===== config.mk =====
export PLATFORM = sky130hd
export DESIGN_NAME = sw_countdown_psec
export DESIGN_NICKNAME = d
export VERILOG_FILES = /design/src/rtl/sw_countdown_psec.sv
export SDC_FILE = /design/constraint.sdc
export NUM_CORES = 1
export LEC_CHECK = 0
export ABC_AREA = 0
export CAP_MARGIN = 20
export CORE_MARGIN = 4
export CORE_UTILIZATION = 43
export DETAILED_ROUTE_END_ITERATION = 10
export PLACE_DENSITY = 0.76
export SLEW_MARGIN = 20
export SYNTH_ARGS = -nofsm -noshare
export SYNTH_HDL_FRONTEND = slang
export SYNTH_SLANG_ARGS = --single-unit

===== constraint.sdc =====
create_clock -name clk_psec -period 1.9 [get_ports clk_psec]
set_input_delay 0.38 -clock clk_psec [delete_from_list [all_inputs] [get_ports clk_psec]]
set_output_delay 0.38 -clock clk_psec [all_outputs]
set_load 0.005 [all_outputs]

===== src/rtl/sw_countdown_psec.sv =====
// Loadable MM:SS.cc BCD countdown timer clocked by the 100 Hz centisecond tick.
// Counts down to 00:00.00, then holds and flags expiry until reloaded or reset.
module sw_countdown_psec (
  input  logic       clk_psec,
  input  logic       reset,
  input  logic       load,
  input  logic [3:0] preset_min_high,
  input  logic [3:0] preset_min_low,
  input  logic [3:0] preset_sec_high,
  input  logic [3:0] preset_sec_low,
  input  logic       start,
  input  logic       stop,
  output logic [3:0] psec_low,
  output logic [3:0] psec_high,
  output logic [3:0] sec_low,
  output logic [3:0] sec_high,
  output logic [3:0] min_low,
  output logic [3:0] min_high,
  output logic       running,
  output logic       expired,
  output logic       done_pulse,
  output logic       sec_tick
);

  typedef enum logic [1:0] {StIdle, StRun, StDone} state_e;

  state_e     state_q, state_d;
  logic [3:0] psec_low_q, psec_low_d, psec_high_q, psec_high_d;
  logic [3:0] sec_low_q, sec_low_d, sec_high_q, sec_high_d;
  logic [3:0] min_low_q, min_low_d, min_high_q, min_high_d;
  logic       done_pulse_q, done_pulse_d, sec_tick_q, sec_tick_d;
  logic       count_zero, count_one;

  function automatic logic [3:0] clamp_digit(input logic [3:0] d, input logic [3:0] max);
    return (d > max) ? max : d;
  endfunction

  assign count_zero = (psec_low_q == 4'd0) && (psec_high_q == 4'd0) && (sec_low_q == 4'd0) &&
                      (sec_high_q == 4'd0) && (min_low_q == 4'd0) && (min_high_q == 4'd0);
  assign count_one  = (psec_low_q == 4'd1) && (psec_high_q == 4'd0) && (sec_low_q == 4'd0) &&
                      (sec_high_q == 4'd0) && (min_low_q == 4'd0) && (min_high_q == 4'd0);

  always_comb begin
    state_d      = state_q;
    psec_low_d   = psec_low_q;
    psec_high_d  = psec_high_q;
    sec_low_d    = sec_low_q;
    sec_high_d   = sec_high_q;
    min_low_d    = min_low_q;
    min_high_d   = min_high_q;
    done_pulse_d = 1'b0;
    sec_tick_d   = 1'b0;

    if (load) begin
      state_d     = StIdle;
      psec_low_d  = 4'd0;
      psec_high_d = 4'd0;
      sec_low_d   = clamp_digit(preset_sec_low, 4'd9);
      sec_high_d  = clamp_digit(preset_sec_high, 4'd5);
      min_low_d   = clamp_digit(preset_min_low, 4'd9);
      min_high_d  = clamp_digit(preset_min_high, 4'd9);
    end else if (stop) begin
      // stop outranks start in every state; it only has an effect in RUN
      if (state_q == StRun) state_d = StIdle;
    end else if (start && (state_q == StIdle)) begin
      if (count_zero) begin
        state_d      = StDone;
        done_pulse_d = 1'b1;
      end else begin
        state_d = StRun;
      end
    end else if (state_q == StRun) begin
      if (count_one || count_zero) begin
        state_d      = StDone;
        done_pulse_d = 1'b1;
        psec_low_d   = 4'd0;
      end else if (psec_low_q != 4'd0) begin
        psec_low_d = psec_low_q - 4'd1;
      end else begin
        psec_low_d = 4'd9;
        if (psec_high_q != 4'd0) begin
          psec_high_d = psec_high_q - 4'd1;
        end else begin
          psec_high_d = 4'd9;
          sec_tick_d  = 1'b1;
          if (sec_low_q != 4'd0) begin
            sec_low_d = sec_low_q - 4'd1;
          end else begin
            sec_low_d = 4'd9;
            if (sec_high_q != 4'd0) begin
              sec_high_d = sec_high_q - 4'd1;
            end else begin
              sec_high_d = 4'd5;
              // count is nonzero here, so a minute borrow always has a source
              if (min_low_q != 4'd0) begin
                min_low_d = min_low_q - 4'd1;
              end else begin
                min_low_d  = 4'd9;
                min_high_d = min_high_q - 4'd1;
              end
            end
          end
        end
      end
    end
  end

  always_ff @(posedge clk_psec or posedge reset) begin
    if (reset) begin
      state_q      <= StIdle;
      psec_low_q   <= 4'd0;
      psec_high_q  <= 4'd0;
      sec_low_q    <= 4'd0;
      sec_high_q   <= 4'd0;
      min_low_q    <= 4'd0;
      min_high_q   <= 4'd0;
      done_pulse_q <= 1'b0;
      sec_tick_q   <= 1'b0;
    end else begin
      state_q      <= state_d;
      psec_low_q   <= psec_low_d;
      psec_high_q  <= psec_high_d;
      sec_low_q    <= sec_low_d;
      sec_high_q   <= sec_high_d;
      min_low_q    <= min_low_d;
      min_high_q   <= min_high_d;
      done_pulse_q <= done_pulse_d;
      sec_tick_q   <= sec_tick_d;
    end
  end

  assign psec_low   = psec_low_q;
  assign psec_high  = psec_high_q;
  assign sec_low    = sec_low_q;
  assign sec_high   = sec_high_q;
  assign min_low    = min_low_q;
  assign min_high   = min_high_q;
  assign running    = (state_q == StRun);
  assign expired    = (state_q == StDone);
  assign done_pulse = done_pulse_q;
  assign sec_tick   = sec_tick_q;

endmodule


Word-level counts from Yosys, hierarchy flattened
Index checks and enable logic that the tools add are counted.
- add/sub/neg operators: 6
- magnitude comparators: 4
- equality and inequality tests: 12
- muxes and demuxes: 74
- reduce and logical (&&, ||, !) cells: 34
- operator list (kind ; number):
    $mux W4 ; 54
    $logic_not A4 Y1 ; 6
    $reduce_bool A4 Y1 ; 6
    $sub A4 B1 Y4 const B ; 6
    $ne A2 B2 Y1 const B ; 8
    $mux W2 ; 7
    $mux W1 ; 13
    $gt A4 B4 Y1 const B ; 3
    $logic_and A1 B1 Y1 ; 11
    $reduce_and A9 Y1 ; 1
    $reduce_and A8 Y1 ; 1
    $reduce_and A7 Y1 ; 1
    $reduce_and A3 Y1 ; 2
    $reduce_and A6 Y1 ; 1
    $reduce_and A5 Y1 ; 1
    $eq A4 B1 Y1 const B ; 1
    $gt A4 B3 Y1 const B ; 1
    $ne A3 B2 Y1 const B ; 1
    $reduce_bool A3 Y1 ; 1
    $eq A2 B1 Y1 const B ; 1
    $eq A2 B2 Y1 const B ; 1
    $logic_not A2 Y1 ; 1
    $reduce_bool A2 Y1 ; 1
    $logic_or A1 B1 Y1 ; 1
- bits in registers: 28
- word-level logic and storage cells: 139

Longest topological paths before layout
Gate-level depths: netlist of the first run.
- depth in word-level cells: 12
- gate-level depth with buffers: 8
- gate-level depth less buffers: 7

Worst setup path after synthesis of the first run
OpenSTA, ideal clock, no wires.
- kind: reg2reg
- start point: reg min_high_q[0] (netlist: min_high[0])
- end point: reg psec_high_q[2] (netlist: psec_high[2])
- library setup time: 123 ps
- arrival: 1932 ps
- data required time: 1777 ps
- path slack: -155 ps
- cell stages (with the launch flop): 9
- cells stage by stage: dfrtp_1 inv_1 ha_1 nor3b_2 o211a_1 and3_1 buf_2 or4_1 mux2i_1
- longest elaborated chain between the ends: 5
- ends and longest elaborated chain (what ; RTL line ; RTL):
    start: declaration ; 30 ; logic [3:0] min_low_q, min_low_d, min_high_q, min_high_d;
    start signal: assignment ; 126 ; min_high_q <= min_high_d;
    $logic_not A4 Y1 * ; 39, 41 ;
    $logic_and A1 B1 Y1 (on tied branches) ; 41, 39 ;
    $logic_or A1 B1 Y1 * ; 73 ; if (count_one || count_zero) begin
    $ne A2 B2 Y1 (no line) * ; -- ;
    $reduce_and A5 Y1 (no line) * ; -- ;
    end signal: assignment ; 122 ; psec_high_q <= psec_high_d;
    end: declaration ; 28 ; logic [3:0] psec_low_q, psec_low_d, psec_high_q, psec_high_d;
Mark *: on every way between the ends. The rest lies on a longest branch, timed or not.
A chain may end at the register's enable or synchronous reset.

Worst setup path after layout of the first run
- start point: reg psec_low_q[1] (netlist: psec_low[1])
- end point: reg sec_low_q[3] (netlist: sec_low[3])
- longest elaborated chain between the ends: 9
- ends and longest elaborated chain (what ; RTL line ; RTL):
    start: declaration ; 28 ;
    start signal: assignment ; 121 ; psec_low_q <= psec_low_d;
    $eq A4 B1 Y1 / $logic_not A4 Y1 (equally long branches) ; 40, 38 ;
    $logic_and A1 B1 Y1 (on tied branches) (3 in series) ; 40, 38 ;
    $logic_and A1 B1 Y1 (on tied branches) (2 in series) ; 41, 39 ;
    $logic_or A1 B1 Y1 ; 73 ;
    $ne A2 B2 Y1 (no line) ; -- ;
    $reduce_and A6 Y1 (no line) * ; -- ;
    end signal: assignment ; 123 ; sec_low_q <= sec_low_d;
    end: declaration ; 29 ; logic [3:0] sec_low_q, sec_low_d, sec_high_q, sec_high_d;
Marks and branches as above.

==> reports/qor.yml, run 1 <==
outcome:
  outcome: "finished, violations left"
  violations: "setup timing"
grt:
  grt_overflow: 0
  grt_usage_pct: 19.16
  grt_max_degree: 29
  antenna_found_initial: 0
  grt_pass1_vias: 1793
  grt_pass1_wl_um: 8010
cts:
  cts_root_buf: "clkbuf_8"
  cts_tree: "yes"
  numCtsBuffers: 3
  clk_path_buf_depth: 2
  cts_sinks: 28
  cts_htree_levels: 1
  clk_pin_slew_ns: 0.10
  clk_latency_ns: 0.28
cells_and_area:
  multi_input_area_mm2: 0.001139
  final_util_pct: 76.68
  antennaDiodeCount: 0
  fillers: 261
  fin_area_mm2: 0.002913
  drive_gt1_share_pct: 32.65
  fin_nets: 317
  fin_cells: 339
  ff_latch_area_um2: 703.2
  syn_to_final_growth_pct: 65.69
yosys:
  synth_cells: 192
  ys_seq_area_share_pct: 39.86
  synth_largest_area_cell: "dfrtp_1"
  synth_area_mm2: 0.001758
  syn_area_per_cell_um2: 9.156
  ys_types: 50
  yosys_most_used_dff: "dfrtp_1"
  synth_nets: 217
  synth_top_area_share_pct: 39.86
  synthArstFlopShare_pct: 100.0
  ys_warn_count: 0
  synth-seq-cells: 28
  synth_edf_count: 0
  yosys-top-cells-area: "dfrtp_1 (40%), mux2i_1 (4.0%), nor2_1 (3.8%)"
hold_path:
  hp-class: "input pin to async pin"
place:
  placed_area_mm2: 0.002576
  dpl.cell_count: 317
  dp_hpwl_um: 3566
  place_congestion: 0.8860
  port_buffers: 48
  dp_slack_ns: -0.3080
setup_path:
  worst_ep_required_time_ns: 2.07
  r2r_start: "psec_low[1]$_DFFE_PP0P_"
  start_kind: "register"
  reg2reg_depth: 7
  arrival_ns: 2.20
  worst_r2r_endpoint: "sec_low[3]$_DFFE_PP0P_"
  critPathCapture: "sec_low[3]$_DFFE_PP0P_"
  regToRegSetupSlack_ns: -0.13
  critPathCaptureType: "register"
  path_max_fanout: 5
  path_class: "register to register"
  crit_start: "psec_low[1]$_DFFE_PP0P_"
timing:
  fin_hold_ws_ns: 0.4614
  worst_pin_slew_ns: 0.3763
  setup_violations: 10
  period_minus_slack_ns: 2.025
  skew_ns: 0.005290
  slew_headroom_pct: 74.27
  fin_ws_ns: -0.1254
  hold_viol_final: 0
  min_period_over_period_pct: 106.6
  fin_setup_tns_ns: -0.5306
  fmax_ghz: 0.4937
  slew_violations: 0
  rsz0062_at_grt: "yes"
die:
  dieArea_mm2: 0.005175
  rows: 22
  pin_count: 49
  core_mm2: 0.003799
  die-height_um: 71.94
  start_util_pct: 46.28
  dieWidth_um: 71.94
drt:
  vias: 1853
  drtIter0Drc: 125
  highest_layer: "met4"
  routedWlPerCell_um: 15.23
  firstDrtPassIters: 4
  drc: 0
  vias_per_cell: 5.466
  met1_length_um: 2361
  drtAntennaViolNets: 0
  wirelength_um: 5164
  dr_wl_met2_um: 2541
  wl_met3_um: 219
run:
  cap_violations: 0
power_and_ir_drop:
  totalPowerFinal_mw: 1.511
  pwr_density_cell_mw_per_mm2: 518.6
  p_leak_nw: 1.202
  irDropWorstVdd_v: 0.0003084
[critical path: stages, from the launching register on]
cell and delay, ns:
dfrtp_1 0.41, inv_2 0.08, ha_4 0.12, nor3b_4 0.34
nand4_2 0.19, a311oi_4 0.38, xnor2_1 0.12, mux2_4 0.26
[power by group]
part	switching, mW	internal, mW
clock network	0.190	0.186
registers	0.0395	0.632
logic	0.202	0.261
total	0.432	1.08
[what timing repair did]
action | 4_1_cts | 5_1_grt
gates resized for setup | 7 | 27
setup buffers | 4 | 14
setup endpoints to repair | 13 | 20
pin swaps | 3 | 13
hold buffers | 0 | 0
[routing by layer]
metal | global-route usage [%] | vias to the layer above
li1 | - | 907
met1 | 25.67 | 891
met2 | 32.65 | 49
met3 | 2.909 | 6
met4 | 4.384 | 0
met5 | 0 | -
[cells in the final DEF (no fill, tap or decap), types with 3 or more instances in the layout]
cell type / Yosys / routed
or4_1: 4 / 3
inv_1: 12 / 8
nand3_1: 6 / 5
dfrtp_1: 28 / 26
o21ai_1: 4 / 5
nor3b_4: 1 / 3
o21ai_0: 10 / 9
mux2i_1: 7 / 7
a211oi_2: 1 / 3
nand2b_1: 4 / 4
nor3_1: 7 / 6
o21a_1: 5 / 5
nor4_4: 2 / 3
clkbuf_8: 0 / 4
nor2_1: 18 / 18
inv_2: 1 / 5
buf_4: 0 / 47
or3_1: 3 / 3
nand2_1: 17 / 16
xnor2_1: 6 / 5
buf_6: 0 / 3
a21oi_1: 9 / 7
clkdlybuf4s50_1: 0 / 48
[cell usage after synthesis, types with 5 or more instances]
master and count:
xnor2_1 6, mux2i_1 7, nand2_1 17, nor2_1 18, a21oi_1 9, dfrtp_1 28
inv_1 12, o21a_1 5, nor3_1 7, o21ai_0 10, nand3_1 6
[state kept, by name, summed over array words and instances, names as in the netlist]
signal / count
min_high: 4
min_low: 4
psec_high: 4
psec_low: 4
sec_high: 4
sec_low: 4
state_q: 2
done_pulse: 1
sec_tick: 1
[final cells by class]
cell class                 instances  area share [%]
multi-input combinational        146           39.09
timing repair buffer             100           31.14
sequential                        28           24.14
tap                               48           2.062
clock buffer                       4           1.890
inverter                          13           1.675
[worst min path at each step]
stage / slack (ns) / cells after the start / startpoint / end
final: 0.46 / 3 / reset / sec_tick$_DFF_PP0_
after global routing: 0.52 / 3 / reset / sec_tick$_DFF_PP0_
after CTS: 0.49 / 3 / reset / psec_low[2]$_DFFE_PP0P_
after detailed placement: 0.62 / 2 / state_q[1]$_DFFE_PP0P_ / done_pulse$_DFF_PP0_
after global placement: 0.61 / 2 / state_q[0]$_DFFE_PP0P_ / state_q[0]$_DFFE_PP0P_
after floorplan: 0.45 / 1 / reset / done_pulse$_DFF_PP0_
[cell families (layout without fill, tap and decap cells)]
kind of cell	Yosys count	after routing	share of synthesized area [%]
muxes	8	8	4.840
xor gates and xnor gates	6	6	2.989
and+or+nand+nor	81	81	27.47
AOI/OAI and AO/OA	47	47	18.08
adders and majority gates	4	4	2.847
buffers and inverters	18	117	3.914
DFF	28	28	39.86
Note: power is estimated with default switching activity, not from simulation.
==> inputs of run 2 (changes only) <==
--- a/config.mk
+++ b/config.mk
@@ -11,6 +11,7 @@
 export CORE_UTILIZATION = 43
 export DETAILED_ROUTE_END_ITERATION = 10
 export PLACE_DENSITY = 0.76
+export SKIP_CTS_REPAIR_TIMING = 1
 export SLEW_MARGIN = 20
 export SYNTH_ARGS = -nofsm -noshare
 export SYNTH_HDL_FRONTEND = slang
==> run 2 against run 1 <==
Against the previous run:
- the run still ends with setup timing left
- via count rose by 0.32%
- sequential share of layout area rose by 0.26 points
- register-to-register slack barely moved
- clock skew rose by 0.0013 ns
- critical path depth rose by 2
- first-iteration DRC count fell by 45%
- fmax rose by 0.51%
- final cell count fell by 0.29%
- utilization fell by 0.96 points
- worst setup slack improved by 0.010 ns
- largest power group unchanged
- highest routed layer unchanged
==> reports/qor.yml, run 2 (synthesis gave the netlist of run 1 again) <==
setup_path:
  worst_r2r_endpoint: "min_low[3]$_DFFE_PP0P_"
  path_class: "register to register"
  critPathCaptureType: "register"
  r2r_start: "psec_low[1]$_DFFE_PP0P_"
  arrival_ns: 2.19
  regToRegSetupSlack_ns: -0.12
  reg2reg_depth: 9
  start_kind: "register"
  path_max_fanout: 5
  worst_ep_required_time_ns: 2.07
grt:
  grt_pass1_wl_um: 7790
  grt_max_degree: 29
  grt_pass1_vias: 1787
  antenna_found_initial: 0
  grt_usage_pct: 18.78
  grt_overflow: 0
cells_and_area:
  multi_input_area_mm2: 0.001129
  layout_commonest_cell: "buf_4"
  drive_gt1_share_pct: 30.69
  fin_area_mm2: 0.002877
  layout_common_cells: "buf_4 (49), clkdlybuf4s50_1 (47), dfrtp_1 (27)"
  fillers: 272
  fin_nets: 316
  antennaDiodeCount: 0
  syn_to_final_growth_pct: 63.63
  ff_latch_area_um2: 701.9
  final_util_pct: 75.72
place:
  placed_area_mm2: 0.002576
  dp_hpwl_um: 3566
  port_buffers: 48
  place_congestion: 0.8860
outcome:
  violations: "setup timing"
  outcome: "finished, violations left"
timing:
  skew_ns: 0.006554
  slew_violations: 0
  period_minus_slack_ns: 2.015
  hold_viol_final: 0
  setup_violations: 9
  min_period_over_period_pct: 106.1
  fin_ws_ns: -0.1151
  fmax_ghz: 0.4963
  slew_headroom_pct: 74.13
  rsz0062_at_grt: "yes"
  worst_pin_slew_ns: 0.3782
die:
  pin_count: 49
  core_mm2: 0.003799
  rows: 22
  dieArea_mm2: 0.005175
  die-height_um: 71.94
  dieWidth_um: 71.94
  start_util_pct: 46.28
cts:
  cts_htree_levels: 1
  clk_latency_ns: 0.28
  cts_root_buf: "clkbuf_8"
  cts_tree: "yes"
  numCtsBuffers: 3
  clk_pin_slew_ns: 0.10
  cts_sinks: 28
  clk_path_buf_depth: 2
power_and_ir_drop:
  power_frac_seq_pct: 44.6
  p_comb_share_pct: 30.3
  swShare_pct: 28.55
  irDropWorstVdd_v: 0.0003130
  switching_power_mw: 0.4288
  p_leak_nw: 1.219
  intPower_mw: 1.073
  pwr_density_cell_mw_per_mm2: 522.2
  clockPowerShare_pct: 25.1
drt:
  drtIter0Drc: 69
  drtAntennaViolNets: 0
  vias: 1859
  wirelength_um: 4964
  firstDrtPassIters: 4
  drc: 0
  vias_per_cell: 5.500
  routedWlPerCell_um: 14.69
hold_path:
  hp-class: "input pin to async pin"
run:
  cap_violations: 0
run 2: area by class of cell:
| class | instances | share of cell area [%] |
|---|---|---|
| multi-input cells | 146 | 39.23 |
| repair buffers | 99 | 30.67 |
| flip-flops and latches | 28 | 24.40 |
| well taps | 48 | 2.088 |
| clock buffers | 4 | 1.914 |
| inverters | 13 | 1.696 |
run 2: worst max path at each step:
stage	from	end	slack [ns]
4_1_cts	psec_low[1]$_DFFE_PP0P_	psec_high[2]$_DFFE_PP0P_	-0.13
3_5_place_dp	stop	psec_high[2]$_DFFE_PP0P_	-0.31
6_report	psec_low[1]$_DFFE_PP0P_	min_low[3]$_DFFE_PP0P_	-0.12
2_1_floorplan	min_high[0]$_DFFE_PP0P_	sec_low[0]$_DFFE_PP0P_	0.007
5_1_grt	psec_low[1]$_DFFE_PP0P_	min_low[3]$_DFFE_PP0P_	-0.21
3_3_place_gp	stop	psec_high[2]$_DFFE_PP0P_	-0.24
run 2: power by group through the flow:
| stage | Sequential (mW) | Clock (mW) | Combinational, mW |
|---|---|---|---|
| floorplan | 0.693 | 0 | 0.164 |
| CTS | 0.669 | 0.383 | 0.406 |
| global placement | 0.680 | 0 | 0.397 |
| detailed placement | 0.680 | 0 | 0.403 |
| finish | 0.671 | 0.377 | 0.455 |
| global route | 0.676 | 0.400 | 0.495 |
run 2: routing by layer:
metal | up-vias | part of all wire (%) | global-route usage, %
met5 | - | 0 | 0
met4 | 0 | 0.77 | 4.593
met3 | 6 | 5.1 | 2.909
met2 | 56 | 48 | 32.35
met1 | 896 | 46 | 24.72
li1 | 901 | - | -
run 2: worst max-delay path: stages, from the launching register on:
cell and delay [ns]:
dfrtp_1 0.41, inv_2 0.08, ha_4 0.12, nor3b_4 0.32
buf_4 0.20, nand3_1 0.10, a211oi_2 0.18, buf_4 0.18
a21boi_1 0.07, o31a_1 0.24
run 2: per-stage QoR:
stage / TNS [ns] / instances / hold WS, ns / setup WS, ns / total power [mW]
3_5_place_dp: -2.980 / 317 / 0.6177 / -0.3080 / 1.083
2_1_floorplan: 0 / 192 / 0.4454 / 0.006993 / 0.8568
3_3_place_gp: -2.630 / 317 / 0.6091 / -0.2382 / 1.077
4_1_cts: -0.6034 / 321 / 0.4854 / -0.1342 / 1.458
6_report: -0.5300 / 338 / 0.4627 / -0.1151 / 1.502
5_1_grt: -2.011 / 338 / 0.5219 / -0.2074 / 1.572
==> inputs of run 3 (changes only) <==
--- a/config.mk
+++ b/config.mk
@@ -6,13 +6,13 @@
 export NUM_CORES = 1
 export LEC_CHECK = 0
 export ABC_AREA = 0
-export CAP_MARGIN = 20
+export CAP_MARGIN = 5
 export CORE_MARGIN = 4
 export CORE_UTILIZATION = 43
 export DETAILED_ROUTE_END_ITERATION = 10
 export PLACE_DENSITY = 0.76
 export SKIP_CTS_REPAIR_TIMING = 1
-export SLEW_MARGIN = 20
+export SLEW_MARGIN = 30
 export SYNTH_ARGS = -nofsm -noshare
 export SYNTH_HDL_FRONTEND = slang
 export SYNTH_SLANG_ARGS = --single-unit
==> results of run 3 <==
No change in the layout: final DEF, timing and power equal those of run 2.
